--- config.mk ---
export PLATFORM = sky130hd
export DESIGN_NAME = mcycle_seq85_flat
export DESIGN_NICKNAME = d
export VERILOG_FILES = /design/src/rtl/mcycle_seq85_if.sv /design/src/rtl/mcycle_seq85.sv /design/src/flat_wrapper.sv
export SDC_FILE = /design/constraint.sdc
export NUM_CORES = 1
export LEC_CHECK = 0
export ABC_AREA = 1
export BUFFER_PORTS_ARGS = -buffer_cell sky130_fd_sc_hd__buf_4
export CAP_MARGIN = 15
export CORE_MARGIN = 1.5
export CORE_UTILIZATION = 51
export CTS_BUF_LIST = sky130_fd_sc_hd__clkbuf_4 sky130_fd_sc_hd__clkbuf_8
export DETAILED_ROUTE_END_ITERATION = 12
export GPL_TIMING_DRIVEN = 1
export PLACE_DENSITY = 0.93
export SLEW_MARGIN = 25
export SYNTH_ARGS = -nofsm -noshare
export SYNTH_HDL_FRONTEND = slang
export SYNTH_SLANG_ARGS = --single-unit
--- constraint.sdc ---
create_clock -name inCLK -period 1.8 [get_ports inCLK]
set_input_delay 0.18 -clock inCLK [delete_from_list [all_inputs] [get_ports inCLK]]
set_output_delay 0.18 -clock inCLK [all_outputs]
set_load 0.02 [all_outputs]
--- src/rtl/mcycle_seq85_if.sv ---
// Bus bundle between the 8085-class cycle sequencer and its environment
// (decoder handshake, external bus strobes and status lines).
interface mcycle_seq85_if;
    logic [7:0] inDATA;
    logic       inREADY;
    logic [2:0] inMCNT;
    logic       inM1LONG;
    logic [1:0] inMTYPE;
    logic       inHALT;
    logic       inINTR;
    logic [7:0] outOPC;
    logic       outOPCV;
    logic [2:0] outMCYC;
    logic [2:0] outTST;
    logic       outALE;
    logic       outRD;
    logic       outWR;
    logic       outIOM;
    logic [1:0] outS;
    logic       outMDONE;
    logic       outIDONE;
    logic       outHLTA;

    modport master (
        input  inDATA, inREADY, inMCNT, inM1LONG, inMTYPE, inHALT, inINTR,
        output outOPC, outOPCV, outMCYC, outTST, outALE, outRD, outWR,
               outIOM, outS, outMDONE, outIDONE, outHLTA
    );

    modport slave (
        output inDATA, inREADY, inMCNT, inM1LONG, inMTYPE, inHALT, inINTR,
        input  outOPC, outOPCV, outMCYC, outTST, outALE, outRD, outWR,
               outIOM, outS, outMDONE, outIDONE, outHLTA
    );
endinterface

--- src/rtl/mcycle_seq85.sv ---
// Machine-cycle / T-state sequencer: fetches opcodes in M1, then walks the
// decoder-supplied M2..Mn cycles with wait states and halt handling.
module mcycle_seq85 #(
    parameter int unsigned MAXM = 5
) (
    input  logic           inCLK,
    input  logic           inRST,
    mcycle_seq85_if.master bus
);

    typedef enum logic [3:0] {
        ST_IDLE, ST_T1, ST_T2, ST_TW, ST_T3, ST_T4, ST_T5, ST_T6, ST_HALT
    } state_e;

    localparam logic [2:0] MAXM_L = 3'(MAXM);

    state_e     state_q, state_d;
    logic [2:0] mcyc_q, mcyc_d;
    logic [2:0] cnt_q, cnt_d;
    logic       long_q, long_d;
    logic [7:0] opc_q, opc_d;
    logic [1:0] mtype_q, mtype_d;

    logic [2:0] cnt_clamp;
    logic [1:0] cyc_type;
    logic       is_m1;
    logic       instr_end;

    always_comb begin
        if (bus.inMCNT == 3'd0)       cnt_clamp = 3'd1;
        else if (bus.inMCNT > MAXM_L) cnt_clamp = MAXM_L;
        else                          cnt_clamp = bus.inMCNT;
    end

    // NOTE: sequential state uses non-blocking assignments so every register
    // samples the pre-edge values of all the others.
    always_ff @(posedge inCLK) begin
        if (inRST) begin
            state_q <= ST_IDLE;
            mcyc_q  <= 3'd0;
            cnt_q   <= 3'd1;
            long_q  <= 1'b0;
            opc_q   <= 8'h00;
            mtype_q <= 2'b00;
        end else begin
            state_q <= state_d;
            mcyc_q  <= mcyc_d;
            cnt_q   <= cnt_d;
            long_q  <= long_d;
            opc_q   <= opc_d;
            mtype_q <= mtype_d;
        end
    end

    always_comb begin
        // NOTE: every signal written here gets a default first, so no branch
        // can leave one unassigned and infer a latch.
        state_d      = state_q;
        mcyc_d       = mcyc_q;
        cnt_d        = cnt_q;
        long_d       = long_q;
        opc_d        = opc_q;
        mtype_d      = mtype_q;
        instr_end    = 1'b0;
        bus.outOPC   = opc_q;
        bus.outOPCV  = 1'b0;
        bus.outMCYC  = 3'd0;
        bus.outTST   = 3'd0;
        bus.outALE   = 1'b0;
        bus.outRD    = 1'b0;
        bus.outWR    = 1'b0;
        bus.outIOM   = 1'b0;
        bus.outS     = 2'b00;
        bus.outMDONE = 1'b0;
        bus.outIDONE = 1'b0;
        bus.outHLTA  = 1'b0;

        is_m1    = (mcyc_q == 3'd1);
        // The cycle type is live on the bus during T1 and held from then on.
        cyc_type = (state_q == ST_T1) ? bus.inMTYPE : mtype_q;

        case (state_q)
            ST_IDLE: begin
                state_d = ST_T1;
                mcyc_d  = 3'd1;
            end
            ST_T1: begin
                bus.outTST = 3'd1;
                bus.outALE = 1'b1;
                if (!is_m1) mtype_d = bus.inMTYPE;
                state_d = ST_T2;
            end
            ST_T2: begin
                bus.outTST = 3'd2;
                state_d    = bus.inREADY ? ST_T3 : ST_TW;
            end
            ST_TW: begin
                bus.outTST = 3'd7;
                if (bus.inREADY) state_d = ST_T3;
            end
            ST_T3: begin
                bus.outTST = 3'd3;
                if (is_m1) begin
                    opc_d   = bus.inDATA;
                    state_d = ST_T4;
                end else begin
                    bus.outMDONE = 1'b1;
                    instr_end    = (mcyc_q == cnt_q);
                    if (!instr_end) begin
                        mcyc_d  = mcyc_q + 3'd1;
                        state_d = ST_T1;
                    end
                end
            end
            ST_T4: begin
                bus.outTST  = 3'd4;
                bus.outOPCV = 1'b1;
                cnt_d       = cnt_clamp;
                long_d      = bus.inM1LONG;
                if (bus.inM1LONG) begin
                    state_d = ST_T5;
                end else begin
                    bus.outMDONE = 1'b1;
                    instr_end    = (cnt_clamp == 3'd1);
                    if (!instr_end) begin
                        mcyc_d  = 3'd2;
                        state_d = ST_T1;
                    end
                end
            end
            ST_T5: begin
                bus.outTST = 3'd5;
                state_d    = ST_T6;
            end
            ST_T6: begin
                bus.outTST   = 3'd6;
                bus.outMDONE = 1'b1;
                instr_end    = (cnt_q == 3'd1);
                if (!instr_end) begin
                    mcyc_d  = 3'd2;
                    state_d = ST_T1;
                end
            end
            ST_HALT: begin
                bus.outHLTA = 1'b1;
                if (bus.inINTR) begin
                    state_d = ST_T1;
                    mcyc_d  = 3'd1;
                end
            end
            default: begin
                state_d = ST_IDLE;
                mcyc_d  = 3'd0;
            end
        endcase

        if (instr_end) begin
            bus.outIDONE = 1'b1;
            if (bus.inHALT) begin
                state_d = ST_HALT;
                mcyc_d  = 3'd0;
            end else begin
                state_d = ST_T1;
                mcyc_d  = 3'd1;
            end
        end

        if (state_q != ST_IDLE && state_q != ST_HALT) begin
            bus.outMCYC = mcyc_q;
            if (is_m1) begin
                bus.outS  = 2'b11;
                bus.outRD = (state_q == ST_T2 || state_q == ST_TW || state_q == ST_T3);
            end else begin
                bus.outIOM = cyc_type[1];
                bus.outS   = cyc_type[0] ? 2'b01 : 2'b10;
                if (state_q == ST_T2 || state_q == ST_TW || state_q == ST_T3) begin
                    bus.outRD = !cyc_type[0];
                    bus.outWR = cyc_type[0];
                end
            end
        end
    end

endmodule

--- src/flat_wrapper.sv ---
// flat-port wrapper written by rule: the top's interface ports become plain ports
module mcycle_seq85_flat 
#(
    parameter int unsigned MAXM = 5
)
  (inCLK, inRST, bus_inDATA, bus_inREADY, bus_inMCNT, bus_inM1LONG, bus_inMTYPE, bus_inHALT, bus_inINTR, bus_outOPC, bus_outOPCV, bus_outMCYC, bus_outTST, bus_outALE, bus_outRD, bus_outWR, bus_outIOM, bus_outS, bus_outMDONE, bus_outIDONE, bus_outHLTA);
  mcycle_seq85_if bus_i ();
  input  logic inCLK;
  input  logic inRST;
  input wire logic [$bits(bus_i.inDATA)-1:0] bus_inDATA;
  input wire logic [$bits(bus_i.inREADY)-1:0] bus_inREADY;
  input wire logic [$bits(bus_i.inMCNT)-1:0] bus_inMCNT;
  input wire logic [$bits(bus_i.inM1LONG)-1:0] bus_inM1LONG;
  input wire logic [$bits(bus_i.inMTYPE)-1:0] bus_inMTYPE;
  input wire logic [$bits(bus_i.inHALT)-1:0] bus_inHALT;
  input wire logic [$bits(bus_i.inINTR)-1:0] bus_inINTR;
  output wire logic [$bits(bus_i.outOPC)-1:0] bus_outOPC;
  output wire logic [$bits(bus_i.outOPCV)-1:0] bus_outOPCV;
  output wire logic [$bits(bus_i.outMCYC)-1:0] bus_outMCYC;
  output wire logic [$bits(bus_i.outTST)-1:0] bus_outTST;
  output wire logic [$bits(bus_i.outALE)-1:0] bus_outALE;
  output wire logic [$bits(bus_i.outRD)-1:0] bus_outRD;
  output wire logic [$bits(bus_i.outWR)-1:0] bus_outWR;
  output wire logic [$bits(bus_i.outIOM)-1:0] bus_outIOM;
  output wire logic [$bits(bus_i.outS)-1:0] bus_outS;
  output wire logic [$bits(bus_i.outMDONE)-1:0] bus_outMDONE;
  output wire logic [$bits(bus_i.outIDONE)-1:0] bus_outIDONE;
  output wire logic [$bits(bus_i.outHLTA)-1:0] bus_outHLTA;
  assign bus_i.inDATA = bus_inDATA;
  assign bus_i.inREADY = bus_inREADY;
  assign bus_i.inMCNT = bus_inMCNT;
  assign bus_i.inM1LONG = bus_inM1LONG;
  assign bus_i.inMTYPE = bus_inMTYPE;
  assign bus_i.inHALT = bus_inHALT;
  assign bus_i.inINTR = bus_inINTR;
  assign bus_outOPC = bus_i.outOPC;
  assign bus_outOPCV = bus_i.outOPCV;
  assign bus_outMCYC = bus_i.outMCYC;
  assign bus_outTST = bus_i.outTST;
  assign bus_outALE = bus_i.outALE;
  assign bus_outRD = bus_i.outRD;
  assign bus_outWR = bus_i.outWR;
  assign bus_outIOM = bus_i.outIOM;
  assign bus_outS = bus_i.outS;
  assign bus_outMDONE = bus_i.outMDONE;
  assign bus_outIDONE = bus_i.outIDONE;
  assign bus_outHLTA = bus_i.outHLTA;
  mcycle_seq85 #(.MAXM(MAXM)) u_core (.inCLK(inCLK), .inRST(inRST), .bus(bus_i));
endmodule
==> metrics.txt <==
status complete, no violations; Finished Layout Cells 273; Hold/Removal Path Class input pin to register; switching part of the total power 0.472; Switching Power 1.22 mW; H-tree levels 1; starting DRC count in detailed routing 47; Synth Warn # 0; via count 1,415; # port buffers 42; Worst R2R Path Depth 12; register area share after synthesis 0.322; pwr/cell area 1500 mW/mm2; Max Fclk 0.577 GHz; Top Ports 43; critical path arrival 1.55 ns; relative slew slack 0.724; dpl ws 0.165 ns; Synth cell types 23; endpoints failing setup 0; Syn Nets 217; critical path type register to output port; Placed Cells 266; Mapped Area 0.00124 mm2; Max Buffers Root-to-Sink 2; Startpoint Class register; DR WL/cell 12.2 um; vias per inst 5.18; number of buffers created by CTS 3; setup ws final 0.0675 ns; clock root buffer clkbuf_4; Layout Skew 0.00549 ns; share of layout cells above drive strength 1 0.363; chip height 52.4 um; hold worst-path end u_core.state_q[1]; synthesis-to-finish area growth 38.3%; clock network fraction of design power 0.144; fin nets 267; IR drop worst, VDD 1110 uV; Comb pwr share 0.604; # clock sinks 20; P_int 1.36 mW; FF-to-FF setup slack 0.19 ns; slew at the pin closest to its max-slew limit 0.413 ns; fin crit period 1.73 ns; Tot Pwr 2.58 mW; initial antenna violation count 0; GRT Resource Usage Total 0.252; Clk pin slew, worst setup/hold paths 0.12 ns; Antenna Violating Nets Remaining 0; GPL Wtd Cong 0.902; WL final 3330 um; post-route clock period utilization 0.962; RR Startpoint u_core.state_q[0]; CTS tree done; count of pins over their slew limit 0; first-pass GRT wire length 5150 um; Die W 52.4 um; Leakage 0.944 nW; Final Hold Viols 0; number of global-route vias before repair 1,231; Worst R2R End u_core.mcyc_q[0]; ANT cells 0; synthesized flop and latch total 20; CP endpoint kind output port; row count 17; Initial Util 0.552; HP Start inRST; worst skew pair latency 0.30 ns; core area 0.00225 mm2; Die ar. 0.00274 mm2; Crit Path Max Fanout 6; Mapped Avg Cell Area 6.35 um2; post-DP HPWL 2380 um; sequential share of power 0.252; CP Data Required Time 1.62 ns; max-cap viol count 0; largest net degree at the start of global routing 16; total congestion overflow 0; DRC 0; Initial DRT Pass Iterations 5; Hold Path Cell Cnt 2; cts hold-fix bufs 0; Mapped Cells 196
[worst max path at each step]
stage	start	endpoint	slack (ns)	cells past startpoint
6_report	u_core.state_q[0]	bus_outIDONE	0.07	7
5_1_grt	u_core.state_q[0]	bus_outIDONE	-0.01	7
4_1_cts	u_core.state_q[0]	bus_outRD	0.008	10
3_5_place_dp	u_core.mcyc_q[1]	u_core.mcyc_q[0]	0.17	12
3_3_place_gp	u_core.mcyc_q[1]	u_core.state_q[0]	0.24	12
2_1_floorplan	u_core.state_q[0]	bus_outWR	0.21	8
[kinds of logic after synthesis]
kind of cell | after synthesis | synth area share
compound gates | 32 | 0.137
xor+xnor | 2 | 0.0141
fa+ha+maj | 2 | 0.0201
buf+inv | 35 | 0.112
flops | 20 | 0.322
simple gates | 105 | 0.395
[metrics by stage]
| stage | hold WS, ns | setup TNS, ns | cell area, um2 | utilization |
|---|---|---|---|---|
| after floorplan | 0.249 | 0 | 1240 | - |
| after global placement | 0.401 | 0 | 1590 | 0.707 |
| after detailed placement | 0.403 | 0 | 1590 | 0.707 |
| after CTS | 0.0654 | 0 | 1660 | 0.738 |
| after global routing | 0.0610 | -0.0135 | 1720 | 0.763 |
| final | 0.0726 | 0 | 1720 | 0.763 |
[power by group through the flow]
stage | Clock, mW | Sequential (mW) | Combinational [mW]
final | 0.371 | 0.650 | 1.56
after CTS | 0.378 | 0.631 | 1.42
after global routing | 0.395 | 0.663 | 1.69
after detailed placement | 0 | 0.633 | 1.38
after floorplan | 0 | 0.623 | 0.941
after global placement | 0 | 0.625 | 1.36
[flip-flops by register name (all words and copies together) (netlist names)]
signal,flops
u_core.cnt_q,3
u_core.bus.outOPC,8
u_core.mcyc_q,3
u_core.mtype_q,2
u_core.state_q,4
[cell usage after synthesis]
cell type	number	area (um2)
a211oi_1	1	7.51
a21oi_1	10	50.1
buf_6	1	11.3
clkbuf_1	1	3.75
dfxtp_1	20	400
ha_1	2	25.0
inv_1	26	97.6
inv_2	7	26.3
nand2_1	38	143
nand2_2	6	37.5
nand3_1	8	40.0
nand3_2	2	20.0
nand3_4	1	17.5
nand4_1	3	18.8
nor2_1	36	135
nor2_2	5	31.3
nor2_4	3	33.8
nor3_1	3	15.0
o211ai_1	1	7.51
o21a_1	1	7.51
o21ai_0	18	90.1
o21bai_1	1	7.51
xnor2_1	2	17.5
[layout by cell type, fill, tap and decap left out, types with 3 or more instances in the layout]
master    instances
nand2_2           6
nand4_1           3
nand2_1          36
nor3_1            3
dfxtp_1          15
inv_1            23
dfxtp_2           4
buf_4            47
clkbuf_4          3
nor2_2            4
nor2_1           34
a21oi_1          10
nand3_1           8
o21ai_0          16
nor2_4            6
inv_2            10
[what timing repair did]
item                                    4_1_cts  5_1_grt
hold endpoints to repair                      0        0
setup buffers                                 1        2
pin swaps                                     1        2
gates resized for setup                       6       16
endpoints found under the setup margin        5        6
[critical path, stage by stage, from the launching register on]
cell	delay, ns
dfxtp_4	0.38
buf_4	0.14
nor2_4	0.15
nand2_4	0.11
nor2_4	0.11
nand3_4	0.11
nand2_4	0.11
buf_4	0.14
[layer usage]
layer | vias up | part of all wire | global-route usage
met5 | - | 0 | 0
met4 | 0 | 0.014 | 0.0470
met3 | 8 | 0.080 | 0.0571
met2 | 68 | 0.49 | 0.444
met1 | 623 | 0.41 | 0.313
li1 | 716 | - | -
[final cells by class]
| cell class | count | area [um2] |
|---|---|---|
| inverters | 33 | 124 |
| repair buffers | 47 | 353 |
| clock buffers | 3 | 22.5 |
| flip-flops and latches | 20 | 409 |
| clock inverters | 1 | 30.0 |
| multi-input cells | 141 | 747 |
| well taps | 28 | 35.0 |
| fillers | 175 | 534 |
No activity file was read; power rests on OpenSTA's default activity.
